[src/rtl/riscv16_pkg.sv]
// Shared widths and types for the 16-bit core's register file and write-back path.
package riscv16_pkg;

  localparam int unsigned REG_W     = 16;
  localparam int unsigned REGADDR_W = 3;
  localparam int unsigned NUM_REGS  = 8;

  typedef logic [REG_W-1:0]     word_t;
  typedef logic [REGADDR_W-1:0] reg_addr_t;

  typedef enum logic [1:0] {
    GNT_NONE,
    GNT_MEM,
    GNT_ALU
  } wb_grant_t;

endpackage

[src/rtl/wb_scoreboard.sv]
// Per-register pending-write scoreboard: claims on issue, releases on register-file commit,
// and stalls issue on RAW/WAW hazards against pending writes.
module wb_scoreboard
  import riscv16_pkg::*;
(
  input  logic                clk,
  input  logic                rst,
  input  logic                iss_valid,
  input  reg_addr_t           iss_src1,
  input  reg_addr_t           iss_src2,
  input  reg_addr_t           iss_tgt,
  input  logic                wb_we,
  input  reg_addr_t           wb_tgt,
  output logic                iss_stall,
  output logic [NUM_REGS-1:0] busy
);

  logic [NUM_REGS-1:0] busy_q, busy_d;
  logic                issue_fire;

  assign iss_stall  = iss_valid && (busy_q[iss_src1] || busy_q[iss_src2] || busy_q[iss_tgt]);
  assign issue_fire = iss_valid && !iss_stall;

  // A same-edge claim beats the release: the new owner holds the register.
  always_comb begin
    busy_d = busy_q;
    for (int i = 1; i < NUM_REGS; i++) begin
      if (issue_fire && (iss_tgt == reg_addr_t'(i))) begin
        busy_d[i] = 1'b1;
      end else if (wb_we && (wb_tgt == reg_addr_t'(i))) begin
        busy_d[i] = 1'b0;
      end
    end
    busy_d[0] = 1'b0;
  end

  always_ff @(posedge clk) begin
    if (rst) begin
      busy_q <= '0;
    end else begin
      busy_q <= busy_d;
    end
  end

  assign busy = busy_q;

endmodule

[src/rtl/regfile_wb_sched.sv]
// Write-back scheduler: arbitrates ALU and load results onto the single register-file write
// port through a register stage, with ALU starvation protection and an issue scoreboard.
module regfile_wb_sched
  import riscv16_pkg::*;
#(
  parameter int unsigned MAX_STARVE = 3
) (
  input  logic                clk,
  input  logic                rst,
  input  logic                alu_valid,
  input  reg_addr_t           alu_tgt,
  input  word_t               alu_data,
  output logic                alu_ready,
  input  logic                mem_valid,
  input  reg_addr_t           mem_tgt,
  input  word_t               mem_data,
  output logic                mem_ready,
  input  logic                iss_valid,
  input  reg_addr_t           iss_src1,
  input  reg_addr_t           iss_src2,
  input  reg_addr_t           iss_tgt,
  output logic                iss_stall,
  output logic                we_reg,
  output reg_addr_t           tgt,
  output word_t               write_data,
  output logic [NUM_REGS-1:0] busy
);

  localparam logic [3:0] MaxStarve = 4'(MAX_STARVE);

  wb_grant_t grant;
  logic      accept;
  reg_addr_t sel_tgt;
  word_t     sel_data;

  logic [3:0] starve_q, starve_d;
  logic       we_q, we_d;
  reg_addr_t  tgt_q, tgt_d;
  word_t      data_q, data_d;

  // Loads win ties so the memory pipe drains, except when the ALU has waited too long.
  always_comb begin
    grant = GNT_NONE;
    if (!rst) begin
      if (alu_valid && mem_valid) begin
        grant = (starve_q == MaxStarve) ? GNT_ALU : GNT_MEM;
      end else if (alu_valid) begin
        grant = GNT_ALU;
      end else if (mem_valid) begin
        grant = GNT_MEM;
      end
    end
  end

  assign alu_ready = (grant == GNT_ALU);
  assign mem_ready = (grant == GNT_MEM);
  assign accept    = (grant != GNT_NONE);
  assign sel_tgt   = (grant == GNT_ALU) ? alu_tgt : mem_tgt;
  assign sel_data  = (grant == GNT_ALU) ? alu_data : mem_data;

  always_comb begin
    starve_d = starve_q;
    if (!alu_valid || (grant == GNT_ALU)) begin
      starve_d = '0;
    end else if (starve_q < MaxStarve) begin
      starve_d = starve_q + 4'd1;
    end
  end

  // Writes to r0 are consumed but never reach the port; tgt/data hold otherwise.
  always_comb begin
    we_d   = accept && (sel_tgt != '0);
    tgt_d  = tgt_q;
    data_d = data_q;
    if (we_d) begin
      tgt_d  = sel_tgt;
      data_d = sel_data;
    end
  end

  always_ff @(posedge clk) begin
    if (rst) begin
      starve_q <= '0;
      we_q     <= 1'b0;
      tgt_q    <= '0;
      data_q   <= '0;
    end else begin
      starve_q <= starve_d;
      we_q     <= we_d;
      tgt_q    <= tgt_d;
      data_q   <= data_d;
    end
  end

  assign we_reg     = we_q;
  assign tgt        = tgt_q;
  assign write_data = data_q;

  wb_scoreboard u_scoreboard (
    .clk       (clk),
    .rst       (rst),
    .iss_valid (iss_valid),
    .iss_src1  (iss_src1),
    .iss_src2  (iss_src2),
    .iss_tgt   (iss_tgt),
    .wb_we     (we_q),
    .wb_tgt    (tgt_q),
    .iss_stall (iss_stall),
    .busy      (busy)
  );

endmodule

[config.mk]
export PLATFORM = sky130hd
export DESIGN_NAME = regfile_wb_sched
export DESIGN_NICKNAME = d
export VERILOG_FILES = /design/src/rtl/riscv16_pkg.sv /design/src/rtl/wb_scoreboard.sv /design/src/rtl/regfile_wb_sched.sv
export SDC_FILE = /design/constraint.sdc
export NUM_CORES = 1
export LEC_CHECK = 0
export ABC_AREA = 0
export BUFFER_PORTS_ARGS = -buffer_cell sky130_fd_sc_hd__buf_4
export CAP_MARGIN = 25
export CORE_ASPECT_RATIO = 1.4
export CORE_MARGIN = 3
export CORE_UTILIZATION = 30
export DETAILED_ROUTE_END_ITERATION = 10
export HOLD_SLACK_MARGIN = 0.05
export PLACE_DENSITY_LB_ADDON = 0.05
export SYNTH_ARGS = -nofsm -noshare
export SYNTH_HDL_FRONTEND = slang
export SYNTH_HIERARCHICAL = 1
export SYNTH_SLANG_ARGS = --single-unit
export TNS_END_PERCENT = 5
[constraint.sdc]
create_clock -name clk -period 2.8 [get_ports clk]
set_input_delay 0.14 -clock clk [delete_from_list [all_inputs] [get_ports clk]]
set_output_delay 0.14 -clock clk [all_outputs]
set_load 0.01 [all_outputs]
* Yosys cells after proc, flatten, opt, wreduce, memory -nomap -nowiden *
Cells that the tools add are included.
Widths: inputs -> output; s select.

word-level totals
  register bits after elaboration = 32
  bits of input ports = 52
  output and inout port bits = 31

cells by class
  add/subtract/negate cells = 1
  $lt $le $gt $ge = 4
  eq/ne operators = 17
  multiplexer cells = 27
  reduce and logical (&&, ||, !) cells = 33

operators with widths
  cell                 number
  $eq 3x3->1 const B   8
  $logic_and 1x1->1    18
  $mux 1               18
  $mux 16              1
  $reduce_bool 2->1    8
  $eq 3x2->1 const B   4
  $lt 3x4->1 const B   3
  $bmux 1 s3           3
  $mux 2               4
  $eq 3x1->1 const B   2
  $add 4x1->4 const B  1
  $eq 4x2->1 const B   1
  $lt 4x2->1 const B   1
  $logic_or 1x1->1     3
  $mux 3               1
  $reduce_bool 3->1    1
  $eq 2x1->1 const B   1
  $eq 2x2->1 const B   1
  $logic_not 1->1      2
  $reduce_or 2->1      1

* Longest topological paths before layout *
  depth after elaboration = 9
  depth in mapped cells = 8
  gate-level depth less buffers = 5

* Cells and area by module *
The synthesis kept the hierarchy.

modules (own cells, without submodules)
  module            instances  cells each  area each (um^2)  sequential area each (um^2)
  regfile_wb_sched  1          124         1197.4            480.5
  wb_scoreboard     1          65          586.8             140.1

* Least setup slack after synthesis *
Ideal clock, no wire load.

  kind = flip-flop to flip-flop
  start = reg starve_q[0]
  end = reg data_q[0] (netlist: write_data[0])
  setup time = 0.066 ns
  arrival = 1.938 ns
  required time = 2.734 ns
  setup slack = 0.796 ns
  cell stages (with the launch flop) = 9
  buffers on the path = 3
  clock period less this slack = 2.004 ns
  path through = dfxtp_1 ha_1 or3b_4 and4_4 buf_6 or3_1 buf_6 buf_12 a21oi_2

between the ends
  word-level cells in the longest chain between the ends = 8
  elaborated cells between the ends (all ways) = 10
  those cells by class = eq/ne: 2; mux: 5; reduce/logical: 3

ends and longest elaborated chain
  what                    RTL line                                        text
  from (decl)             regfile_wb_sched.sv:36                          logic [3:0] starve_q, starve_d;
  from (signal assigned)  regfile_wb_sched.sv:88                          starve_q <= starve_d;
  $eq 4x2->1 *            regfile_wb_sched.sv:46                          grant = (starve_q == MaxStarve) ? GNT_ALU : GNT_MEM;
  $mux 2 *                regfile_wb_sched.sv:46
  $mux 2 *                regfile_wb_sched.sv:45                          if (alu_valid && mem_valid) begin
  $mux 2 *                regfile_wb_sched.sv:44                          if (!rst) begin
  $eq 2x2->1              regfile_wb_sched.sv:58, regfile_wb_sched.sv:59
  $mux 3                  regfile_wb_sched.sv:58                          assign sel_tgt = (grant == GNT_ALU) ? alu_tgt : mem_tgt;
  $reduce_bool 3->1       regfile_wb_sched.sv:72                          we_d = accept && (sel_tgt != '0);
  $logic_and 1x1->1       regfile_wb_sched.sv:72
  to (signal assigned)    regfile_wb_sched.sv:91                          data_q <= data_d;
  to (decl)               regfile_wb_sched.sv:39                          word_t data_q, data_d;

Every way passes the cells marked *; elsewhere a longest branch is shown, timed or not.
A chain may end at the register's enable or synchronous reset.

* Final worst setup path *
  start = reg starve_q[0]
  end = reg data_q[10] (netlist: write_data[10])

Same word-level chain as after synthesis.

==> impl_metrics.toml <==
[clock_network]
cts_hold_buf = 0
insertion_delay_ns = 0.28
cts_buffers = 5
cts.sinks = 31
cts_resized = 0
root_buffer = "clkbuf_8"
cts_setup_buffers = 0
htreeDepth = 2
cts.path.max_buffers = 2
clk_transition_reported_paths_ns = 0.06
cts_tree = "built"

[critical_path]
crit_arrival_ns = 2.41
reg2reg_depth = 6
reg2reg_from = "starve_q[0]"
worstPathMaxFanout = 17
worstPathRequired_ns = 3.01
rrSetupSlack_ns = 0.60
worstSetupPathType = "reg -> reg"
end_kind = "flip-flop"
r2r-end = "write_data[10]"
start_kind = "flip-flop"

[global_routing]
grt_overflow = 0
grt_antenna_before_repair = 0
grt_pass1_vias = 1883
grt_max_degree = 20
grt_usage_pct = 15.7
grt_pass1_wl_mm = 8.88

[route]
met2_length_mm = 2.97
first_pass_iters = 4
vias = 1806
drc = 0
final_antenna_net_count = 0
wl_met1_mm = 2.14
drt_iter0_markers = 53
routed_wl_mm = 5.45
met3_length_um = 302
routed.top_layer = "met4"
vias_per_cell = 5.36
wl_per_cell_um = 16.2

[timing]
tightest_slew_ns = 0.651
rsz0062_at_grt = "no"
slew_viol_final = 0
setup_tns_ns = 0
fin_skew_ns = 0.00472
fmax_mhz = 455
min_period_over_period_pct = 78.6
period_needed_ns = 2.20
max_slew_margin_pct = 56.6
hold_violations = 0
finalSetupViolCount = 0

[logic_synthesis]
synth_edf_count = 0
syn-cell-area_mm2 = 0.00178
ys_seq_area_share_pct = 34.8
ys_types = 45
syn_area_per_cell_um2 = 9.44
synth_area_leaders = "dfxtp_1 (35%), a22oi_1 (8.0%), o41ai_1 (7.9%)"
synth_top_area_cell = "dfxtp_1"
synth-main-ff-cell = "dfxtp_1"
synth-warning-count = 6
yosysTopAreaCellShare_pct = 34.8
ys_async_sr_fraction_pct = 0
ys_ff_latch = 31
postSynthCellCount = 189
syn_nets = 242

[outcome]
outcome = "finished, final reports clean"

[power_and_ir_drop]
switching_share_pct = 28.3
p_sw_uw = 314
vdd_ir_drop_max_v = 0.000218
power_leakage_uw = 0.00106
pwr-share-comb_pct = 25.6
seq_power_share_pct = 44.9
clkPwrFrac_pct = 29.6
p_int_uw = 796
power_density_mw_per_mm2 = 443

[cells_and_area]
final_nets = 321
fin_util_pct = 44.3
diodes = 0
largest_reg_flops = 16
final_layout_size_suffix_gt1_share_pct = 43.1
fillerInstances = 602
fin_cells = 337
syn_to_final_growth_pct = 40.3

[hold_path]
min_path_type = "in -> reg"
hold_start = "rst"
min_to = "tgt[2]"
whs_path_depth = 2

[floorplan]
die_w_um = 71.2
core_area_mm2 = 0.00565
ioPinCount = 83
start_util_pct = 31.6
die_h_um = 97.3
dieArea_mm2 = 0.00692
rows = 32

[placed_design]
routabilityCongestion = 0.758
port_buffers = 81
dp_cells = 329
dp_hpwl_mm = 4.18

[flow_run]
drv_cap = 0
## stage by stage
step	setup slack, ns	instance area [um^2]	hold slack (ns)	power (uW)
after global placement	0.632	2420	0.423	794
after floorplan	0.796	1780	0.209	655
after global routing	0.471	2500	0.124	1170
after detailed placement	0.590	2420	0.417	795
after CTS	0.576	2500	0.123	1130
final	0.601	2500	0.136	1110
## final cells by class
cell class	instances	area, um^2	share of cell area [%]
well taps	68	85.1	3.40
multi-input cells	140	1060	42.3
flip-flops and latches	31	621	24.8
clock inverters	1	5.00	0.200
repair buffers	85	638	25.5
clock buffers	7	76.3	3.05
inverters	5	18.8	0.750
## synth_stat cells, types with 4 or more instances
library cell  instances
nand2b_1              6
a21oi_1              12
inv_1                 4
o21ai_1               8
clkbuf_1              7
nand3_1               4
o41ai_1              16
a22oi_1              19
mux2_2                5
dfxtp_1              31
o211ai_1              6
o21ai_0               4
a21oi_2               9
nand2_1               8
## worst max-delay path, stage by stage (launching register included)
cell	delay, ns
dfxtp_1	0.34
ha_1	0.19
or3b_4	0.42
and4_4	0.27
or3_1	0.52
buf_4	0.26
a21oi_1	0.13
## placed cells by master (no fill, tap or decap), types with 2 or more instances in the layout
master    instances
a21oi_1          12
a21oi_2           9
a221oi_2          3
a22oi_1          19
and3_1            3
buf_4            85
clkbuf_1          2
clkbuf_8          5
dfxtp_1          31
inv_1             4
mux2_2            5
mux2i_1           3
nand2_1           8
nand2b_1          6
nand3_1           4
nand3b_1          3
nor2_1            3
nor2b_1           3
nor4bb_1          2
o211ai_1          6
o21ai_0           4
o21ai_1           8
o22ai_1           2
o22ai_2           3
o41ai_1          16
or3_1             2
## worst max path at each step
stage / endpoint / depth (start not counted) / from
floorplan: write_data[0] / 8 / starve_q[0]
global route: write_data[13] / 6 / starve_q[0]
global placement: write_data[11] / 6 / starve_q[0]
finish: write_data[10] / 6 / starve_q[0]
CTS: write_data[11] / 6 / starve_q[0]
detailed placement: write_data[13] / 6 / starve_q[0]
## cells by family after synthesis
logic type                 share of synthesized area [%]
buffers and inverters                               5.89
and+or+nand+nor                                     14.7
AOI/OAI and AO/OA                                   37.0
muxes                                               6.73
adders and majority gates                          0.701
DFF                                                 34.8
other                                              0.210
## routing by layer
metal / up-vias / GRT usage (%)
met3: 4 / 4.04
met2: 53 / 29.2
met1: 836 / 17.2
li1: 913 / -
met5: - / 0
met4: 0 / 4.05
## power by group through the flow
stage	clock network [uW]	registers, uW	logic [uW]
floorplan	0	516	138
global placement	0	508	285
detailed placement	0	508	287
CTS	340	499	288
global route	359	502	312
finish	328	498	284
Note: power is estimated with default switching activity, not from simulation.
